<file path="config.mk">
export PLATFORM = sky130hd
export DESIGN_NAME = barker_peak_sync_flat
export DESIGN_NICKNAME = d
export VERILOG_FILES = /design/src/rtl/barker_peak_sync_if.sv /design/src/rtl/barker_peak_sync.sv /design/src/flat_wrapper.sv
export SDC_FILE = /design/constraint.sdc
export NUM_CORES = 1
export LEC_CHECK = 0
export CAP_MARGIN = 0
export CORE_AREA = 3 3 93 113
export DETAILED_ROUTE_END_ITERATION = 8
export DIE_AREA = 0 0 96 116
export PLACE_DENSITY = 0.7
export REMOVE_ABC_BUFFERS = 1
export SKIP_LAST_GASP = 1
export SLEW_MARGIN = 0
export SYNTH_ARGS = -nofsm -noshare
export SYNTH_HDL_FRONTEND = slang
export SYNTH_SLANG_ARGS = --single-unit
export TNS_END_PERCENT = 10
</file>
<file path="constraint.sdc">
create_clock -name clk -period 10.73 [get_ports clk]
set_clock_uncertainty 0.05 [all_clocks]
set_input_delay 2.146 -clock clk [delete_from_list [all_inputs] [get_ports clk]]
set_output_delay 2.146 -clock clk [all_outputs]
set_load 0.05 [all_outputs]
</file>
<file path="src/rtl/barker_peak_sync_if.sv">
// Chip-rate correlation input and per-symbol decision/lock outputs of barker_peak_sync.
interface barker_peak_sync_if #(
  parameter int SUMLEN = 15
);
  logic signed [SUMLEN-1:0] CorrIn;
  logic                     CorrValid;
  logic        [SUMLEN-1:0] Threshold;
  logic                     BitOut;
  logic                     BitValid;
  logic                     Locked;
  logic        [2:0]        PeakPhase;
  logic        [SUMLEN-1:0] PeakMag;

  modport master (
    output CorrIn, CorrValid, Threshold,
    input  BitOut, BitValid, Locked, PeakPhase, PeakMag
  );

  modport slave (
    input  CorrIn, CorrValid, Threshold,
    output BitOut, BitValid, Locked, PeakPhase, PeakMag
  );
endinterface

</file>
<file path="src/rtl/barker_peak_sync.sv">
// Barker correlation peak search/verify/lock with one hard-decision bit per locked symbol.
// Build option: define DIFF_DECODE_EN for DBPSK differential decision instead of absolute sign.
//
// state     | meaning
// ST_SEARCH | scan aligned 7-chip windows for the largest magnitude
// ST_VERIFY | confirm the candidate phase with consecutive hits
// ST_LOCK   | emit one bit per symbol, drop after MISS_MAX consecutive misses
module barker_peak_sync #(
  parameter int sumlen      = 15,
  parameter int VERIFY_HITS = 3,
  parameter int MISS_MAX    = 4
) (
  input logic               clk,
  input logic               reset,
  barker_peak_sync_if.slave bus
);

  typedef enum logic [1:0] {
    ST_SEARCH = 2'd0,
    ST_VERIFY = 2'd1,
    ST_LOCK   = 2'd2
  } state_t;

  localparam logic [2:0] LP_LAST_PHASE = 3'd6;
  localparam logic [2:0] LP_VHITS      = 3'(VERIFY_HITS);
  localparam logic [2:0] LP_MMAX       = 3'(MISS_MAX);

  state_t            r_state;
  state_t            w_state_nxt;
  logic [2:0]        r_phase;
  logic [2:0]        r_peak_phase;
  logic [2:0]        r_max_phase;
  logic [2:0]        r_hit_cnt;
  logic [2:0]        r_miss_cnt;
  logic [sumlen-1:0] r_max;
  logic [sumlen-1:0] r_peak_mag;
  logic              r_max_sign;
  logic              r_sign;
  logic              r_armed;
  logic              r_bit_out;
  logic              r_bit_valid;
  logic              r_locked;

  logic [sumlen-1:0] w_corr_u;
  logic [sumlen-1:0] w_mag;
  logic [sumlen-1:0] w_win_mag;
  logic [2:0]        w_win_phase;
  logic [2:0]        w_hit_inc;
  logic [2:0]        w_miss_inc;
  logic              w_sign;
  logic              w_hit;
  logic              w_at_peak;
  logic              w_in_win;
  logic              w_max_upd;
  logic              w_win_end;
  logic              w_win_found;
  logic              w_win_sign;
  logic              w_last_miss;
  logic              w_issue_bit;
  logic              w_decision;

  // Two's-complement magnitude; the most negative input maps to 2^(sumlen-1) unsaturated.
  assign w_corr_u = bus.CorrIn;
  assign w_sign   = bus.CorrIn[sumlen-1];
  assign w_mag    = w_sign ? (~w_corr_u + 1'b1) : w_corr_u;
  assign w_hit    = (w_mag >= bus.Threshold);

  assign w_at_peak = bus.CorrValid && (r_phase == r_peak_phase);
  assign w_in_win  = bus.CorrValid && (r_armed || (r_phase == 3'd0));

  // Strictly greater keeps the earliest phase on ties.
  assign w_max_upd   = (w_mag > r_max);
  assign w_win_mag   = w_max_upd ? w_mag   : r_max;
  assign w_win_phase = w_max_upd ? r_phase : r_max_phase;
  assign w_win_sign  = w_max_upd ? w_sign  : r_max_sign;
  assign w_win_end   = w_in_win && (r_phase == LP_LAST_PHASE);
  assign w_win_found = w_win_end && (w_win_mag >= bus.Threshold);

  assign w_hit_inc   = r_hit_cnt + 3'd1;
  assign w_miss_inc  = r_miss_cnt + 3'd1;
  assign w_last_miss = w_at_peak && !w_hit && (w_miss_inc == LP_MMAX);

  always_ff @(posedge clk) begin
    if (reset) begin
      r_state <= ST_SEARCH;
    end else begin
      r_state <= w_state_nxt;
    end
  end

  always_comb begin
    w_state_nxt = r_state;
    case (r_state)
      ST_SEARCH: begin
        if (w_win_found) begin
          w_state_nxt = (LP_VHITS == 3'd1) ? ST_LOCK : ST_VERIFY;
        end
      end
      ST_VERIFY: begin
        if (w_at_peak) begin
          if (!w_hit) begin
            w_state_nxt = ST_SEARCH;
          end else if (w_hit_inc == LP_VHITS) begin
            w_state_nxt = ST_LOCK;
          end
        end
      end
      ST_LOCK: begin
        if (w_last_miss) begin
          w_state_nxt = ST_SEARCH;
        end
      end
      default: w_state_nxt = ST_SEARCH;
    endcase
  end

  always_comb begin
    w_issue_bit = (r_state == ST_LOCK) && w_at_peak && !w_last_miss;
`ifdef DIFF_DECODE_EN
    w_decision  = ~(w_sign ^ r_sign);
`else
    w_decision  = ~w_sign;
`endif
  end

`ifndef DIFF_DECODE_EN
  // Sign history is still tracked so both decode modes share one datapath.
  logic w_unused_sign;
  assign w_unused_sign = r_sign;
`endif

  always_ff @(posedge clk) begin
    if (reset) begin
      r_phase      <= '0;
      r_peak_phase <= '0;
      r_max_phase  <= '0;
      r_hit_cnt    <= '0;
      r_miss_cnt   <= '0;
      r_max        <= '0;
      r_peak_mag   <= '0;
      r_max_sign   <= 1'b0;
      r_sign       <= 1'b0;
      r_armed      <= 1'b0;
      r_bit_out    <= 1'b0;
      r_bit_valid  <= 1'b0;
      r_locked     <= 1'b0;
    end else begin
      r_bit_valid <= 1'b0;
      r_locked    <= (w_state_nxt == ST_LOCK);

      if (bus.CorrValid) begin
        r_phase <= (r_phase == LP_LAST_PHASE) ? 3'd0 : r_phase + 3'd1;
      end

      if (w_issue_bit) begin
        r_bit_valid <= 1'b1;
        r_bit_out   <= w_decision;
      end

      case (r_state)
        ST_SEARCH: begin
          if (w_in_win) begin
            r_armed <= 1'b1;
            if (w_win_end) begin
              r_max       <= '0;
              r_max_phase <= '0;
              r_max_sign  <= 1'b0;
              if (w_win_found) begin
                // Re-entering SEARCH later must wait for a fresh phase-0 window.
                r_armed      <= 1'b0;
                r_peak_phase <= w_win_phase;
                r_peak_mag   <= w_win_mag;
                r_hit_cnt    <= 3'd1;
                r_miss_cnt   <= '0;
                r_sign       <= w_win_sign;
              end
            end else if (w_max_upd) begin
              r_max       <= w_mag;
              r_max_phase <= r_phase;
              r_max_sign  <= w_sign;
            end
          end
        end
        ST_VERIFY: begin
          if (w_at_peak) begin
            r_peak_mag <= w_mag;
            if (w_hit) begin
              r_hit_cnt  <= w_hit_inc;
              r_sign     <= w_sign;
              r_miss_cnt <= '0;
            end else begin
              r_hit_cnt <= '0;
            end
          end
        end
        ST_LOCK: begin
          if (w_at_peak) begin
            r_peak_mag <= w_mag;
            r_sign     <= w_sign;
            if (w_hit) begin
              r_miss_cnt <= '0;
            end else if (w_last_miss) begin
              r_miss_cnt <= '0;
              r_hit_cnt  <= '0;
            end else begin
              r_miss_cnt <= w_miss_inc;
            end
          end
        end
        default: ;
      endcase
    end
  end

  assign bus.BitOut    = r_bit_out;
  assign bus.BitValid  = r_bit_valid;
  assign bus.Locked    = r_locked;
  assign bus.PeakPhase = r_peak_phase;
  assign bus.PeakMag   = r_peak_mag;

endmodule

</file>
<file path="src/flat_wrapper.sv">
// flat-port wrapper written by rule: the top's interface ports become plain ports
module barker_peak_sync_flat 
#(
  parameter int sumlen      = 15,
  parameter int VERIFY_HITS = 3,
  parameter int MISS_MAX    = 4
)
  (clk, reset, bus_CorrIn, bus_CorrValid, bus_Threshold, bus_BitOut, bus_BitValid, bus_Locked, bus_PeakPhase, bus_PeakMag);
  barker_peak_sync_if #(.SUMLEN(15)) bus_i ();
  input logic clk;
  input logic reset;
  input wire logic [$bits(bus_i.CorrIn)-1:0] bus_CorrIn;
  input wire logic [$bits(bus_i.CorrValid)-1:0] bus_CorrValid;
  input wire logic [$bits(bus_i.Threshold)-1:0] bus_Threshold;
  output wire logic [$bits(bus_i.BitOut)-1:0] bus_BitOut;
  output wire logic [$bits(bus_i.BitValid)-1:0] bus_BitValid;
  output wire logic [$bits(bus_i.Locked)-1:0] bus_Locked;
  output wire logic [$bits(bus_i.PeakPhase)-1:0] bus_PeakPhase;
  output wire logic [$bits(bus_i.PeakMag)-1:0] bus_PeakMag;
  assign bus_i.CorrIn = bus_CorrIn;
  assign bus_i.CorrValid = bus_CorrValid;
  assign bus_i.Threshold = bus_Threshold;
  assign bus_BitOut = bus_i.BitOut;
  assign bus_BitValid = bus_i.BitValid;
  assign bus_Locked = bus_i.Locked;
  assign bus_PeakPhase = bus_i.PeakPhase;
  assign bus_PeakMag = bus_i.PeakMag;
  barker_peak_sync #(.sumlen(sumlen), .VERIFY_HITS(VERIFY_HITS), .MISS_MAX(MISS_MAX)) u_core (.clk(clk), .reset(reset), .bus(bus_i));
endmodule
</file>
* After elaboration in Yosys (flattened, before gate mapping) *
Cells that the tools add are included.

word-level totals
  bits in registers = 51
  bits of input ports = 33
  output and inout port bits = 21
  word-level logic and storage cells = 96

cells by class
  add/subtract/negate cells = 4
  $lt $le $gt $ge = 3
  equal/unequal tests = 16
  mux-type cells = 38
  bitwise logic cells = 2
  reductions and logical operators = 21

operator list
  kind                                                                    count
  15-bit two-way mux                                                      7
  3-bit two-way mux                                                       19
  15-bit greater-or-equal comparator                                      2
  15-bit one-hot mux with 2 select lines                                  1
  3-bit one-hot mux with 3 select lines                                   2
  2-bit by 1-bit != test with 1-bit output (second input constant)        8
  15-bit by 1-bit adder with 15-bit output (second input constant)        1
  15-bit greater-than comparator                                          1
  15-bit inverter                                                         1
  2-bit two-way mux                                                       5
  3-bit by 1-bit adder with 3-bit output (second input constant)          3
  1-bit logical AND                                                       8
  8-bit AND reduction                                                     1
  7-bit AND reduction                                                     1
  3-bit equality test (second input constant)                             2
  2-bit one-hot mux with 3 select lines                                   1
  5-bit AND reduction                                                     1
  2-bit equality test (second input constant)                             2
  4-bit AND reduction                                                     1
  3-bit by 2-bit equality test with 1-bit output (second input constant)  1
  3-bit equality test                                                     1
  3-bit logical NOT                                                       1
  1-bit two-way mux                                                       3
  3-bit nonzero test                                                      1
  9 further kinds                                                         10

* Depth between registers and ports, before layout *
Gate-level depths: netlist of run 1.

  depth in word-level cells = 11
  mapped depth = 23
  mapped depth without buffers = 20

* Worst setup path after synthesis of run 1 *
Ideal clock, no wire load.

  path kind = input port to flip-flop
  start point = in bus_CorrIn[3]
  end point = reg u_core.r_peak_mag[10] (netlist: u_core.bus.PeakMag[10])
  library setup time = 134 ps
  data arrival time = 7525 ps
  required time = 10546 ps
  slack = 3021 ps
  stages = 23
  buffers on the path = 3
  cell sequence = or4_4 -> or3_4 -> or3_4 -> o41ai_4 -> xnor2_1 -> ha_1 -> nand4_1 -> nor3_1 -> o31ai_1 -> a22oi_1 -> clkbuf_1 -> clkbuf_1 -> nand2_1 -> o21ai_0 -> ha_1 -> a21oi_1 -> o21ai_0 -> a2111oi_0 -> nor3_1 -> a2bb2oi_1 -> nand2_1 -> clkbuf_1 -> o22ai_1

on the way
  word-level cells in the longest chain between the ends = 9
  elaborated cells on any way between the ends = 14
  those cells by class = add/sub: 1; order compare: 2; eq/ne: 1; mux: 7; bitwise: 1; reduce/logical: 2

RTL lines
  element                                                                                   line                                             source
  from (decl)                                                                               flat_wrapper.sv:12                               input wire logic [$bits(bus_i.CorrIn)-1:0] bus_CorrIn;
  15-bit inverter                                                                           barker_peak_sync.sv:65                           assign w_mag = w_sign ? (~w_corr_u + 1'b1) : w_corr_u;
  15-bit by 1-bit adder with 15-bit output                                                  barker_peak_sync.sv:65
  15-bit two-way mux *                                                                      barker_peak_sync.sv:65
  15-bit greater-than comparator                                                            barker_peak_sync.sv:72                           assign w_max_upd = (w_mag > r_max);
  15-bit two-way mux                                                                        barker_peak_sync.sv:73                           assign w_win_mag = w_max_upd ? w_mag : r_max;
  15-bit greater-or-equal comparator or 15-bit two-way mux (tied branches)                  barker_peak_sync.sv:77, barker_peak_sync.sv:168
  1-bit logical AND or 15-bit two-way mux (tied branches)                                   barker_peak_sync.sv:77, barker_peak_sync.sv:164
  2-bit by 1-bit != test with 1-bit output (no line) or 15-bit two-way mux (tied branches)  -
  5-bit AND reduction (no line) or 15-bit one-hot mux with 2 select lines (tied branches)   -
  to (signal assigned)                                                                      barker_peak_sync.sv:172                          r_peak_mag <= w_win_mag;
  to (signal assigned)                                                                      barker_peak_sync.sv:186                          r_peak_mag <= w_mag;
  to (signal assigned)                                                                      barker_peak_sync.sv:198                          r_peak_mag <= w_mag;
  to (decl)                                                                                 barker_peak_sync.sv:36                           logic [sumlen-1:0] r_peak_mag;

Mark *: on every way between the ends. The rest lies on a longest branch, timed or not. The select of a mux whose other input is x is not followed.
A chain may end at the register's enable or synchronous reset.

* Worst setup path after layout of run 1 *
  start point = in bus_CorrIn[3]
  end point = reg u_core.r_peak_mag[1] (netlist: u_core.bus.PeakMag[1])

on the way
  word-level cells in the longest chain between the ends = 9
  elaborated cells on any way between the ends = 13
  those cells by class = add/sub: 1; order compare: 2; eq/ne: 1; mux: 6; bitwise: 1; reduce/logical: 2

RTL lines
  element                                                                                   line
  15-bit inverter                                                                           barker_peak_sync.sv:65
  15-bit by 1-bit adder with 15-bit output                                                  barker_peak_sync.sv:65
  15-bit two-way mux *                                                                      barker_peak_sync.sv:65
  15-bit greater-than comparator                                                            barker_peak_sync.sv:72
  15-bit two-way mux *                                                                      barker_peak_sync.sv:73
  15-bit greater-or-equal comparator or 15-bit two-way mux (tied branches)                  barker_peak_sync.sv:77, barker_peak_sync.sv:168
  1-bit logical AND or 15-bit two-way mux (tied branches)                                   barker_peak_sync.sv:77, barker_peak_sync.sv:164
  2-bit by 1-bit != test with 1-bit output (no line) or 15-bit two-way mux (tied branches)  -
  5-bit AND reduction (no line) or 15-bit one-hot mux with 2 select lines (tied branches)   -

Marks and branches as above.

==> run metrics, run 1 <==
status completed; reg2reg start u_core.r_max[13]; Yosys top cell by area dfxtp_1; number of buffers created by CTS 5; gpl congestion 0.870; sequential share of the synthesized area 27.0%; Setup TNS Final 0 ps; Max-slew headroom 48.2%; fmax 114 MHz; Post-CTS Setup Bufs 0; final core occ approximately 48%; FP Rows 39; CTS tree yes; hold-critical path endpoint u_core.r_miss_cnt[1]; share of cells above drive strength 1 roughly 4.3%; Final #Nets a little under 600; CP arrival 8850 ps; leakage around 0.0019 uW; largest net degree at the start of global routing 22; Core ar. ~0.0095 sq mm; area grow syn2layout 20.8%; Synth Instances ~450; total of max-cap violations 0; grt total ovfl 0; share of the synthesized area in the top cell type 27.0%; Iteration-0 DRC Markers around 150; Total GRT Usage 18.9%; crit start category input pin; number of buffers added on ports 53; fin crit share between 80% and 90%; Routed WL between 10,000 and 15,000 microns; reg2reg path depth 18; die area 0.0111 sq mm; synth cell count leaders ha_1 (54), dfxtp_1 (51), nand2_1 (41); Hold Startpoint u_core.r_miss_cnt[1]; io pins 54; fin area ~0.0046 sq mm; Routed Antenna Nets 0; Slew Viols, Final 0; H-tree levels 2; Slew @ Worst Pin approximately 760 ps; final-report hold violation count 0; area post-placement 0.00441 sq mm; Synth warnings 0; remaining routing DRC violations 0; setup violators final 0; Clock Tree Root clkbuf_16; #FFs+latches synth 51; Routed WL per cell 16.5 microns; VDD IR-drop max ~66 uV; DR pass1 iterations 5; crit path time final between 8000 and 9000 ps; Synth cell types 56; Worst Hold Class reg -> reg; pwr/cell area 123 mW/mm^2; Clock Sinks 51; FF-to-FF setup slack 5680 ps; synth top area cells dfxtp_1 (27%), ha_1 (18%), mux2i_1 (5.3%); vias in the first global route 3,591; asr flop ratio synth 0%; most frequent cell after synthesis ha_1; Critical Path Sink Type flop; Chip Width around 96 microns; CTS clk-pin slew, worst paths roughly 70 ps; Worst R2R End u_core.bus.PeakMag[1]; Max FO, Critical Path 18; Req. time, crit path between 10,000 and 15,000 ps; mapped cell area 0.00378 sq mm; initial core utilization 39.8%; ys flop type dfxtp_1; Post-synth EDFFs 0; Die H around 120 microns; Critical Setup Path Class in -> reg; # hold bufs at CTS 0; via/cell ratio ~5.7; RSZ-0062 raised after global routing false; CTS Buffer Depth 2; vias post-DR ~3,500; post-CTS sizing 0; initial antenna violation count 0; DP HPWL just under 8000 microns; hold path depth 2; Inserted Diodes 0; first-pass GRT wire length 16,900 microns; Pwr Total 564 uW; Clk Latency, worst-skew pair 290 ps; syn_area_per_cell 8.43 sq um
[worst max-delay path, cell delays in order]
cell and delay [ps]:
clkdlybuf4s50_1 500, or4_4 580, or3_4 350, or3_4 370, o31ai_2 220, xnor2_1 210
ha_1 370, nand4_1 100, nor3_1 330, o31ai_1 160, a22oi_2 580, buf_4 340
nand2_1 70, o21ai_0 120, ha_1 310, a21oi_1 160, a211oi_1 80, a2111oi_0 680
nor3_1 140, a2bb2oi_1 160, buf_4 210, nand2_1 460, o22ai_1 180
[metrics by stage]
stage / worst slack [ps] / hold slack (ps) / cells
after global placement: 2040 / 402 / 607
after floorplan: 2130 / 388 / 429
after CTS: 2090 / 419 / 614
final: 1980 / 413 / 614
after detailed placement: 1810 / 409 / 607
after global routing: 1450 / 450 / 614
[registers in the layout, summed over array words and instances (netlist names), 2 cells and up]
register	cells
u_core.bus.PeakPhase	3
u_core.r_miss_cnt	3
u_core.r_state	2
u_core.bus.PeakMag	15
u_core.r_hit_cnt	3
u_core.r_max_phase	3
u_core.r_max	15
u_core.r_phase	3
[cell usage in the layout (no fill, tap or decap), types with 5 or more instances in the layout]
| cell | Yosys | layout |
|---|---|---|
| a22o_1 | 15 | 15 |
| nor2_1 | 18 | 18 |
| a211oi_1 | 10 | 10 |
| o22ai_1 | 12 | 12 |
| clkbuf_16 | 0 | 5 |
| dfxtp_1 | 51 | 51 |
| nand4_1 | 10 | 10 |
| xnor2_1 | 16 | 16 |
| o21ai_0 | 28 | 28 |
| inv_1 | 38 | 38 |
| o31ai_1 | 5 | 5 |
| nand2_1 | 41 | 41 |
| nor3_1 | 8 | 8 |
| ha_1 | 54 | 54 |
| or2_2 | 5 | 5 |
| clkdlybuf4s50_1 | 0 | 53 |
| a21oi_1 | 25 | 25 |
| nand3_1 | 5 | 5 |
| mux2i_1 | 20 | 20 |
[layout make-up]
class / instances / area, sq um
Clock buffer: 5 / 125
Clock inverter: 2 / 37.5
Fill cell: 923 / 4940
Inverter: 38 / 143
Multi-Input combinational cell: 340 / 2550
Sequential cell: 51 / 1020
Tap cell: 123 / 154
Timing Repair Buffer: 55 / 546
[power breakdown]
part           internal, uW  total, uW  switching, uW
combinational          75.5        180            105
clock                   109        181           71.9
sequential              196        203           6.51
total                   381        564            183
[worst max path at each step]
stage                  startpoint                      to  slack [ps]  cells past startpoint
detailed placement  bus_CorrIn[3]   u_core.bus.PeakMag[3]        1810                     23
floorplan           bus_CorrIn[3]  u_core.bus.PeakMag[10]        2130                     19
global placement    bus_CorrIn[3]   u_core.bus.PeakMag[4]        2040                     23
CTS                 bus_CorrIn[3]   u_core.bus.PeakMag[1]        2090                     23
finish              bus_CorrIn[3]   u_core.bus.PeakMag[1]        1980                     23
global route        bus_CorrIn[3]   u_core.bus.PeakMag[6]        1450                     23
[cell families (layout without fill, tap and decap cells)]
logic type	after synthesis	after routing	share of synthesized area, %
fa+ha+maj	54	54	17.9
compound gates	134	134	24.4
simple gates	116	116	16.0
flops	51	51	27.0
buf+inv	58	100	5.85
mux	20	20	5.29
xor+xnor	16	16	3.70
[per-layer routing]
layer,wire [microns],GRT usage [%],vias up
met2,4980,33.0,91
li1,-,-,1738
met1,4570,23.9,1673
met5,0,0,-
met4,220,6.17,0
met3,392,2.47,18
Note: power is estimated with default switching activity, not from simulation.
==> run 2: changes to the inputs <==
--- a/config.mk
+++ b/config.mk
@@ -9,7 +9,7 @@
 export CORE_AREA = 3 3 93 113
 export DETAILED_ROUTE_END_ITERATION = 8
 export DIE_AREA = 0 0 96 116
-export PLACE_DENSITY = 0.7
+export PLACE_DENSITY = 0.72
 export REMOVE_ABC_BUFFERS = 1
 export SKIP_LAST_GASP = 1
 export SLEW_MARGIN = 0
==> constraint.sdc (replaced) <==
create_clock -name clk -period 7.9 [get_ports clk]
set_clock_uncertainty 0.05 [all_clocks]
set_input_delay 1.58 -clock clk [delete_from_list [all_inputs] [get_ports clk]]
set_output_delay 1.58 -clock clk [all_outputs]
set_load 0.05 [all_outputs]
==> run 2 against run 1 <==
Compared with the run above:
- sequential share of layout area fell by 0.055 points
- non-clock buffer count rose by 2
- clock power rose by 33%
- first-iteration DRC count rose by 5.5%
- worst hold slack improved by 4.1 ps
- sequential power rose by 36%
- register-to-register slack got worse by 2100 ps
- clock-buffer cell count rose by 1
- sequential cell count did not move
==> run metrics, run 2 (same netlist as run 1, synthesis figures left out) <==
status completed; Slew @ Worst Pin roughly 760 ps; number of buffers created by CTS 5; internal power 520 uW; Inserted Diodes 0; CP arrival 7570 ps; first-pass GRT wire length roughly 16,000 microns; Critical-path top delay cell or4_4; crit start category input pin; Slew Viols, Final 0; post-CTS sizing 0; leakage 0.00187 uW; die area 0.0111 sq mm; Iteration-0 DRC Markers 153; initial core utilization about two fifths; register area 0.00102 sq mm; Die H roughly 120 microns; io pins 54; Worst Hold Class reg -> reg; total of max-cap violations 0; placed insts 609; FP Rows 39; VDD IR-drop max 100 uV; remaining routing DRC violations 0; critical path cell sequence clkdlybuf4s50_1, or4_4, or3_4, or3_4, o41ai_4, xnor2_1, ha_1, nand4_1, nor3_1, o31ai_1, a22oi_2, buf_4, nand2_1, o21ai_0, ha_1, a21oi_1, a211oi_1, a2111oi_0, buf_4, or3_1, o211ai_1, a2111oi_0, o31a_1; pwr/cell area 167 mW/mm^2; Multi-input gate area 0.00255 sq mm; Req. time, crit path roughly 8100 ps; crit path time final 7390 ps; Core ar. ~0.0095 sq mm; Fill cells 928; Routed Antenna Nets 0; Switch Pwr 245 uW; H-tree levels 2; Clock Tree Root clkbuf_16; final-report hold violation count 0; Post-CTS Setup Bufs 0; Max-slew headroom between 40% and 50%; Routed WL per cell 16.0 microns; cell family with most CP delay compound AO/OA/AOI/OAI gates; Critical Path Max Stage Delay 580 ps; Critical Path Sink Type flop; Total GRT Usage between 15 and 20%; via/cell ratio between 5 and 6; Clk Latency, worst-skew pair 290 ps; DP HPWL 7610 microns; DR pass1 iterations 4; Cell Count, Final, Fillers Out between 600 and 700; fin crit share 93.5%; area grow syn2layout 21.1%; RSZ-0062 raised after global routing false; # hold bufs at CTS 0; Max FO, Critical Path 13; gpl congestion 0.857; setup violators final 0; most common cell after layout, fill and taps aside ha_1; Logic pwr share between 30% and 40%; Crit path depth 23; Chip Width 96 microns; initial antenna violation count 0; hold_ws 417 ps; Clock Sinks 51; CTS tree yes; Clk pwr share 31.5%; highest-count cells in the layout ignoring fill and taps ha_1 (54), clkdlybuf4s50_1 (53), dfxtp_1 (51); vias in the first global route approximately 3,400; grt total ovfl 0; hold path depth 2; CTS Buffer Depth 2; reg2reg path depth 18; fmax 135 MHz; CTS clk-pin slew, worst paths 70 ps; Seq pwr share between 30% and 40%; vias post-DR 3,474; Critical Setup Path Class in -> reg; Bufs and invs on worst path 3; number of buffers added on ports 53; share of cells above drive strength 1 4.46%; switch share 32.0%; Final #Nets between 500 and 600; largest net degree at the start of global routing 23; Routed WL 9850 microns
run 2: path summary, 6_finish.rpt:
kind              slack (ps)                   end                 start
setup reg to reg        3620     u_core.bus.Locked      u_core.r_max[13]
hold / removal           420  u_core.r_miss_cnt[1]  u_core.r_miss_cnt[1]
hold reg to reg          420  u_core.r_miss_cnt[1]  u_core.r_miss_cnt[1]
setup / recovery         510     u_core.bus.Locked         bus_CorrIn[3]
run 2: final cells by class:
type | count | share of cell area [%]
inverter | 38 | 3.11
sequential | 51 | 22.3
timing repair buffer | 57 | 12.2
tap | 123 | 3.36
clock buffer | 6 | 2.81
multi-input combinational | 340 | 55.6
clock inverter | 1 | 0.655
run 2: layer usage:
metal	up-vias	GRT usage (%)	routed length [microns]
met5	-	0	0
met4	0	5.41	177
met3	12	2.34	344
met2	71	30.9	4620
met1	1643	23.8	4700
li1	1748	-	-
run 2: power groups by stage:
stage	sequential (uW)	clock (uW)	combinational [uW]
floorplan	279	0	168
global placement	281	0	237
detailed placement	281	0	245
CTS	276	244	247
global route	277	253	280
finish	276	241	248
run 2: through the flow:
stage	setup TNS, ps	power [uW]	setup slack, ps	instance area (sq um)	utilization, %
after floorplan	-1640	447	-131	3710	-
after CTS	0	766	544	4580	48.2
final	0	765	515	4580	48.2
after detailed placement	0	526	304	4430	46.5
after global placement	0	517	491	4430	46.5
after global routing	0	810	2.52	4580	48.2
run 2: worst register-to-register path: cells and delay by family, from the launching register on:
family	cells	cell delay [ps]
flip-flops	1	360
AO/OA/AOI/OAI	9	2090
adder cells (fa/ha/maj)	2	640
AND/OR/NAND/NOR	4	620
buffers and inverters	3	480
